<file path="config.mk">
export PLATFORM = sky130hd
export DESIGN_NAME = accumulator_16b
export DESIGN_NICKNAME = d
export VERILOG_FILES = /design/src/rtl/math_pkg.sv /design/src/rtl/accumulator_16b_ctrl.sv /design/src/rtl/accumulator_16b.sv
export SDC_FILE = /design/constraint.sdc
export NUM_CORES = 1
export LEC_CHECK = 0
export ABC_CLOCK_PERIOD_IN_PS = 3200
export BUFFER_PORTS_ARGS = -buffer_cell sky130_fd_sc_hd__buf_2
export CAP_MARGIN = 10
export CORE_ASPECT_RATIO = 1.4
export CORE_MARGIN = 8
export CORE_UTILIZATION = 53
export DETAILED_ROUTE_END_ITERATION = 12
export PLACE_DENSITY = 0.84
export SLEW_MARGIN = 5
export SYNTH_ARGS = -nofsm -noshare
export SYNTH_HDL_FRONTEND = slang
export SYNTH_SLANG_ARGS = --single-unit
export TNS_END_PERCENT = 50
</file>
<file path="constraint.sdc">
create_clock -name clk_i -period 3.2 [get_ports clk_i]
set_input_delay 0.32 -clock clk_i [delete_from_list [all_inputs] [get_ports clk_i]]
set_output_delay 0.32 -clock clk_i [all_outputs]
set_load 0.005 [all_outputs]
</file>
<file path="src/rtl/math_pkg.sv">
// Shared types and arithmetic helpers for the math subsystem: accumulator FSM
// state encoding and a 16-bit block carry-lookahead adder.
package math_pkg;

    localparam int ACC_DATA_WIDTH = 16;

    typedef enum logic [1:0] {
        ACC_IDLE,
        ACC_ACCUM,
        ACC_DONE
    } acc_state_t;

    // Four 4-bit groups: group generate/propagate feed a lookahead carry
    // network, carries ripple only inside each group. Returns {carry_out, sum}.
    function automatic logic [16:0] cla_add16(input logic [15:0] a, input logic [15:0] b);
        logic [15:0] g;
        logic [15:0] p;
        logic [16:0] c;
        logic [3:0]  gg;
        logic [3:0]  gp;
        g = a & b;
        p = a ^ b;
        for (int k = 0; k < 4; k++) begin
            gp[k] = &p[4*k +: 4];
            gg[k] = g[4*k+3]
                  | (p[4*k+3] & g[4*k+2])
                  | (p[4*k+3] & p[4*k+2] & g[4*k+1])
                  | (p[4*k+3] & p[4*k+2] & p[4*k+1] & g[4*k]);
        end
        c     = '0;
        c[4]  = gg[0];
        c[8]  = gg[1] | (gp[1] & gg[0]);
        c[12] = gg[2] | (gp[2] & gg[1]) | (gp[2] & gp[1] & gg[0]);
        c[16] = gg[3] | (gp[3] & gg[2]) | (gp[3] & gp[2] & gg[1])
              | (gp[3] & gp[2] & gp[1] & gg[0]);
        for (int k = 0; k < 4; k++) begin
            for (int i = 1; i < 4; i++) begin
                c[4*k+i] = g[4*k+i-1] | (p[4*k+i-1] & c[4*k+i-1]);
            end
        end
        return {c[16], p ^ c[15:0]};
    endfunction

endpackage

</file>
<file path="src/rtl/accumulator_16b_ctrl.sv">
// Packet control for the accumulator: IDLE/ACCUM/DONE state machine,
// input/output handshake decode and the per-packet term counter.
module accumulator_16b_ctrl
    import math_pkg::*;
#(
    parameter int MAX_TERMS = 16,
    parameter int CNT_WIDTH = $clog2(MAX_TERMS + 1)
) (
    input  logic                 clk_i,
    input  logic                 rst_i,
    input  logic                 valid_i,
    input  logic                 last_i,
    input  logic                 ready_i,
    output logic                 ready_o,
    output logic                 valid_o,
    output logic                 in_fire,
    output logic                 out_fire,
    output logic                 start,
    output logic [CNT_WIDTH-1:0] count_o
);

    acc_state_t           state_q;
    acc_state_t           state_d;
    logic [CNT_WIDTH-1:0] count_q;
    logic [CNT_WIDTH-1:0] count_inc;

    assign count_inc = count_q + 1'b1;
    assign in_fire   = valid_i & ready_o;
    assign out_fire  = valid_o & ready_i;
    assign count_o   = count_q;

    // NOTE: every output of this block gets a default first, so no path leaves a latch.
    always_comb begin
        state_d = state_q;
        ready_o = 1'b0;
        valid_o = 1'b0;
        start   = 1'b0;
        case (state_q)
            ACC_IDLE: begin
                ready_o = 1'b1;
                start   = 1'b1;
                if (valid_i) begin
                    state_d = (last_i || MAX_TERMS == 1) ? ACC_DONE : ACC_ACCUM;
                end
            end
            ACC_ACCUM: begin
                ready_o = 1'b1;
                if (valid_i) begin
                    state_d = (last_i || count_inc == CNT_WIDTH'(MAX_TERMS)) ? ACC_DONE : ACC_ACCUM;
                end
            end
            ACC_DONE: begin
                valid_o = 1'b1;
                if (ready_i) begin
                    state_d = ACC_IDLE;
                end
            end
            default: state_d = ACC_IDLE;
        endcase
    end

    // NOTE: state registers use non-blocking assignments so all flops update together at the edge.
    always_ff @(posedge clk_i) begin
        if (rst_i) begin
            state_q <= ACC_IDLE;
            count_q <= '0;
        end else begin
            state_q <= state_d;
            if (out_fire) begin
                count_q <= '0;
            end else if (in_fire) begin
                count_q <= start ? CNT_WIDTH'(1) : count_inc;
            end
        end
    end

endmodule

</file>
<file path="src/rtl/accumulator_16b.sv">
// Streaming 16-bit accumulator: sums a packet of operands through the CLA adder.
// Define ACCUMULATOR_16B_SATURATE_EN to clamp the sum at 16'hFFFF on overflow.
module accumulator_16b
    import math_pkg::*;
#(
    parameter int DATA_WIDTH = 16,
    parameter int MAX_TERMS  = 16,
    parameter int CNT_WIDTH  = $clog2(MAX_TERMS + 1)
) (
    input  logic                  clk_i,
    input  logic                  rst_i,
    input  logic [DATA_WIDTH-1:0] operand_i,
    input  logic                  valid_i,
    input  logic                  last_i,
    output logic                  ready_o,
    output logic [DATA_WIDTH-1:0] sum_o,
    output logic                  carry_o,
    output logic [CNT_WIDTH-1:0]  count_o,
    output logic                  valid_o,
    input  logic                  ready_i
);

    logic                      in_fire;
    logic                      out_fire;
    logic                      start;
    logic [DATA_WIDTH-1:0]     acc_q;
    logic                      carry_q;
    logic [ACC_DATA_WIDTH:0]   add_res;

    accumulator_16b_ctrl #(
        .MAX_TERMS (MAX_TERMS),
        .CNT_WIDTH (CNT_WIDTH)
    ) u_ctrl (
        .clk_i    (clk_i),
        .rst_i    (rst_i),
        .valid_i  (valid_i),
        .last_i   (last_i),
        .ready_i  (ready_i),
        .ready_o  (ready_o),
        .valid_o  (valid_o),
        .in_fire  (in_fire),
        .out_fire (out_fire),
        .start    (start),
        .count_o  (count_o)
    );

    assign add_res = cla_add16(acc_q, operand_i);

    // Reset has priority; in_fire and out_fire are never high together (DONE blocks input).
    always_ff @(posedge clk_i) begin
        if (rst_i) begin
            acc_q   <= '0;
            carry_q <= 1'b0;
        end else if (out_fire) begin
            acc_q   <= '0;
            carry_q <= 1'b0;
        end else if (in_fire) begin
            if (start) begin
                acc_q   <= operand_i;
                carry_q <= 1'b0;
            end else begin
`ifdef ACCUMULATOR_16B_SATURATE_EN
                acc_q   <= (add_res[ACC_DATA_WIDTH] || carry_q) ? '1 : add_res[DATA_WIDTH-1:0];
`else
                acc_q   <= add_res[DATA_WIDTH-1:0];
`endif
                carry_q <= carry_q | add_res[ACC_DATA_WIDTH];
            end
        end
    end

    assign sum_o   = acc_q;
    assign carry_o = carry_q;

endmodule

</file>
==> metrics.log <==
INFO  metric outcome = finished, final reports clean
INFO  metric leading_cell_types_by_total_area_after_synthesis = sky130_fd_sc_hd__dfxtp_1, sky130_fd_sc_hd__fa_1, sky130_fd_sc_hd__ha_1, sky130_fd_sc_hd__mux2i_1, sky130_fd_sc_hd__a211oi_1
INFO  metric n_fill_cell = 303
INFO  metric post_cts.repair.setup_buffers = 0
INFO  metric layout_common_cells = sky130_fd_sc_hd__buf_2, sky130_fd_sc_hd__nor2_1, sky130_fd_sc_hd__dfxtp_1
INFO  metric power.leakage = 0.000972 uW
INFO  metric first_iter_violations = 78
INFO  metric drc = 0
INFO  metric synth_async_sr_flop_share = 0%
INFO  metric last_weighted_congestion_value_of_the_routability_driven_placer = 0.805
INFO  metric fp-row-count = 25
INFO  metric die_w = 65.1 um
INFO  metric synth-edff-count = 0
INFO  metric worst_ep_arrival_time = 3.31 ns
INFO  metric hold_viol = 0
INFO  metric setup_violations = 0
INFO  metric floorplan.initialDensity = 54.0%
INFO  metric clockRootBuffer = sky130_fd_sc_hd__clkbuf_8
INFO  metric clock_tree_from_tritoncts = yes
INFO  metric design.core.area = 3320 um^2
INFO  metric wire_length_of_the_first_global_routing_pass = 7270 um
INFO  metric synthDominantCellAreaShare = 26.8%
INFO  metric timing.critical_path.max_delay_family = adder cells
INFO  metric clkTransAtPathRegs = 0.09 ns
INFO  metric cts_buffers = 3
INFO  metric via_count = 1621
INFO  metric clock-skew-final = 0.00629 ns
INFO  metric synth_compound_gate_area_share = 17.4%
INFO  metric boundaryPins = 45
INFO  metric fin_crit = 3.10 ns
INFO  metric number_of_distinct_library_cell_variants_in_the_gate_level_netlist_after_synthesis = 37
INFO  metric simple_gate_fraction_of_synth_area = 14.5%
INFO  metric via_count_of_the_first_global_routing_pass = 1680
INFO  metric multi_input_area = 1230 um^2
INFO  metric netlist_instances = 199
INFO  metric register_area = 483 um^2
INFO  metric global_route.usage.total = 16.1%
INFO  metric dr.pass1.iters = 4
INFO  metric tightest_slew = 0.790 ns
INFO  metric mappedNetlistArea = 1790 um^2
INFO  metric pwr_density_cell = 409 nW/um^2
INFO  metric n_antenna_cell = 0
INFO  metric synth-adder-area-share = 24.2%
INFO  metric crit_chain = ha_1, a41oi_1, o21ai_1, a22oi_1, a31oi_1, fa_1, fa_1, fa_2, xnor2_2, a211oi_2, a21oi_1, nor2_1
INFO  metric drive_above_1_share = 25.7%
INFO  metric wire_per_inst = 15.8 um
INFO  metric avgViaCountPerCell = 5.77
INFO  metric synth_area_per_cell = 9.00 um^2
INFO  metric htree_num_levels = 1
INFO  metric yosysWarningCount = 0
INFO  metric synth_fp_nets = 248
INFO  metric path_buf_inv = 0
INFO  metric area_delta_synth_final = 19.6%
INFO  metric setup.worst_path.class = reg -> reg
INFO  metric whs = 0.247 ns
INFO  metric worst_path_largest_cell_delay = 0.40 ns
INFO  metric place.port_buffers = 44
INFO  metric cpMaxStageDelayCell = sky130_fd_sc_hd__fa_1
INFO  metric fmax = 323 MHz
INFO  metric postCtsHoldBufs = 0
INFO  metric die_footprint = 5520 um^2
INFO  metric worstHoldPathType = in -> reg
INFO  metric slew-limit-headroom = 47.3%
INFO  metric timing.critical_path.fanout_max = 4
INFO  metric synthFlopType = sky130_fd_sc_hd__dfxtp_1
INFO  metric synth.mux.area_fraction = 7.27%
INFO  metric grt_antenna_before_repair = 0
INFO  metric clockBufferDepth = 2
INFO  metric worstSetupStartpointType = flip-flop
INFO  metric final_nets = 291
INFO  metric crit_path_frequent_cell = sky130_fd_sc_hd__fa_1
INFO  metric insertion_delay = 0.28 ns
INFO  metric worstPathRequired = 3.42 ns
INFO  metric ys_seq_area_share = 26.8%
INFO  metric sum_neg_setup_slack = 0 ns
INFO  metric grt_start_max_net_pins = 30
INFO  metric postSynthRegisterBits = 24
INFO  metric grt_setup_unrepaired = true
INFO  metric timing.reg2reg.setup_slack = 0.10 ns
INFO  metric postRouteAntennaNets = 0
INFO  metric timing_max_transition_violations_final = 0
INFO  metric synthXorXnorAreaFrac = 2.94%
INFO  metric post-synth-top-area-cell = sky130_fd_sc_hd__dfxtp_1
INFO  metric layout_commonest_cell = sky130_fd_sc_hd__buf_2
INFO  metric overflow = 0
INFO  metric period_share = 96.7%
INFO  metric die_h = 84.8 um
INFO  metric synth_top_family_by_area = adder cells
INFO  metric peakVddDrop = 0.259 mV
INFO  metric cap_viol_max_count = 0
INFO  metric route.final.wire_length = 4450 um
INFO  metric hpwlAfterDp = 3230 um
INFO  metric number_of_clock_sinks_seen_by_cts = 24
INFO  metric worstSetupEndpointType = flip-flop
[per-layer routing]
| layer | part of all wire (%) | global-route usage [%] | vias to the layer above |
|---|---|---|---|
| li1 | - | - | 794 |
| met1 | 39 | 16.0 | 762 |
| met5 | 0 | 0 | - |
| met4 | 3.2 | 7.97 | 0 |
| met2 | 52 | 29.8 | 50 |
| met3 | 6.4 | 3.73 | 15 |
[where the power goes]
group	total, uW	internal (uW)	switching [uW]
Combinational	260	117	143
Clock	274	168	106
Sequential	343	320	23.1
Total	877	605	272
[Yosys cell counts (all sizes together), types with 3 or more instances]
master,instances
nand4,3
o21ai,4
nor2,27
ha,17
buf,8
mux2i,13
xnor2,5
fa,11
dfxtp,24
nand3,7
a21oi,15
a211oi,16
inv,18
nand2,6
[sequential cells by signal, summed over array words and instances (netlist names)]
name and cells:
u_ctrl.state_q 2, u_ctrl.count_o 5, sum_o 16, carry_o 1
[logic make-up (layout without fill, tap and decap cells)]
kind of cell | count (synthesis) | count (layout)
buffers and inverters | 27 | 69
muxes | 13 | 13
xor gates and xnor gates | 6 | 6
and+or+nand+nor | 54 | 54
AOI/OAI and AO/OA | 47 | 47
adders and majority gates | 28 | 28
DFF | 24 | 24
[area by class of cell]
class	instances	area share, %
flip-flops and latches	24	22.5
multi-input cells	148	57.3
well taps	40	2.34
clock buffers	3	1.93
inverters	18	3.15
clock inverters	1	1.40
repair buffers	47	11.3
[worst paths after layout]
check,from,to,cells past startpoint
setup / recovery,sum_o[7]$_SDFFE_PP0P_,sum_o[15]$_SDFFE_PP0P_,12
hold / removal,rst_i,u_ctrl.state_q[1]$_SDFFE_PP0P_,2
setup reg to reg,sum_o[7]$_SDFFE_PP0P_,sum_o[15]$_SDFFE_PP0P_,12
hold reg to reg,u_ctrl.count_o[4]$_SDFFE_PP0P_,u_ctrl.count_o[4]$_SDFFE_PP0P_,2
[stage by stage]
step / utilization, % / cell area, um^2 / power [uW] / setup WS (ns) / std cells
floorplan: - / 1790 / 512 / 0.295 / 199
global placement: 61.2 / 2030 / 580 / 0.0402 / 277
detailed placement: 61.2 / 2030 / 591 / -0.0782 / 277
CTS: 63.4 / 2100 / 868 / 0.0242 / 281
global route: 64.6 / 2140 / 926 / -0.0141 / 281
finish: 64.6 / 2140 / 877 / 0.105 / 281
[timing repair]
item | CTS | global route
endpoints found under the setup margin | 1 | 3
hold endpoints to repair | 0 | 0
resized for setup | 2 | 8
(Power assumes the default switching activity.)
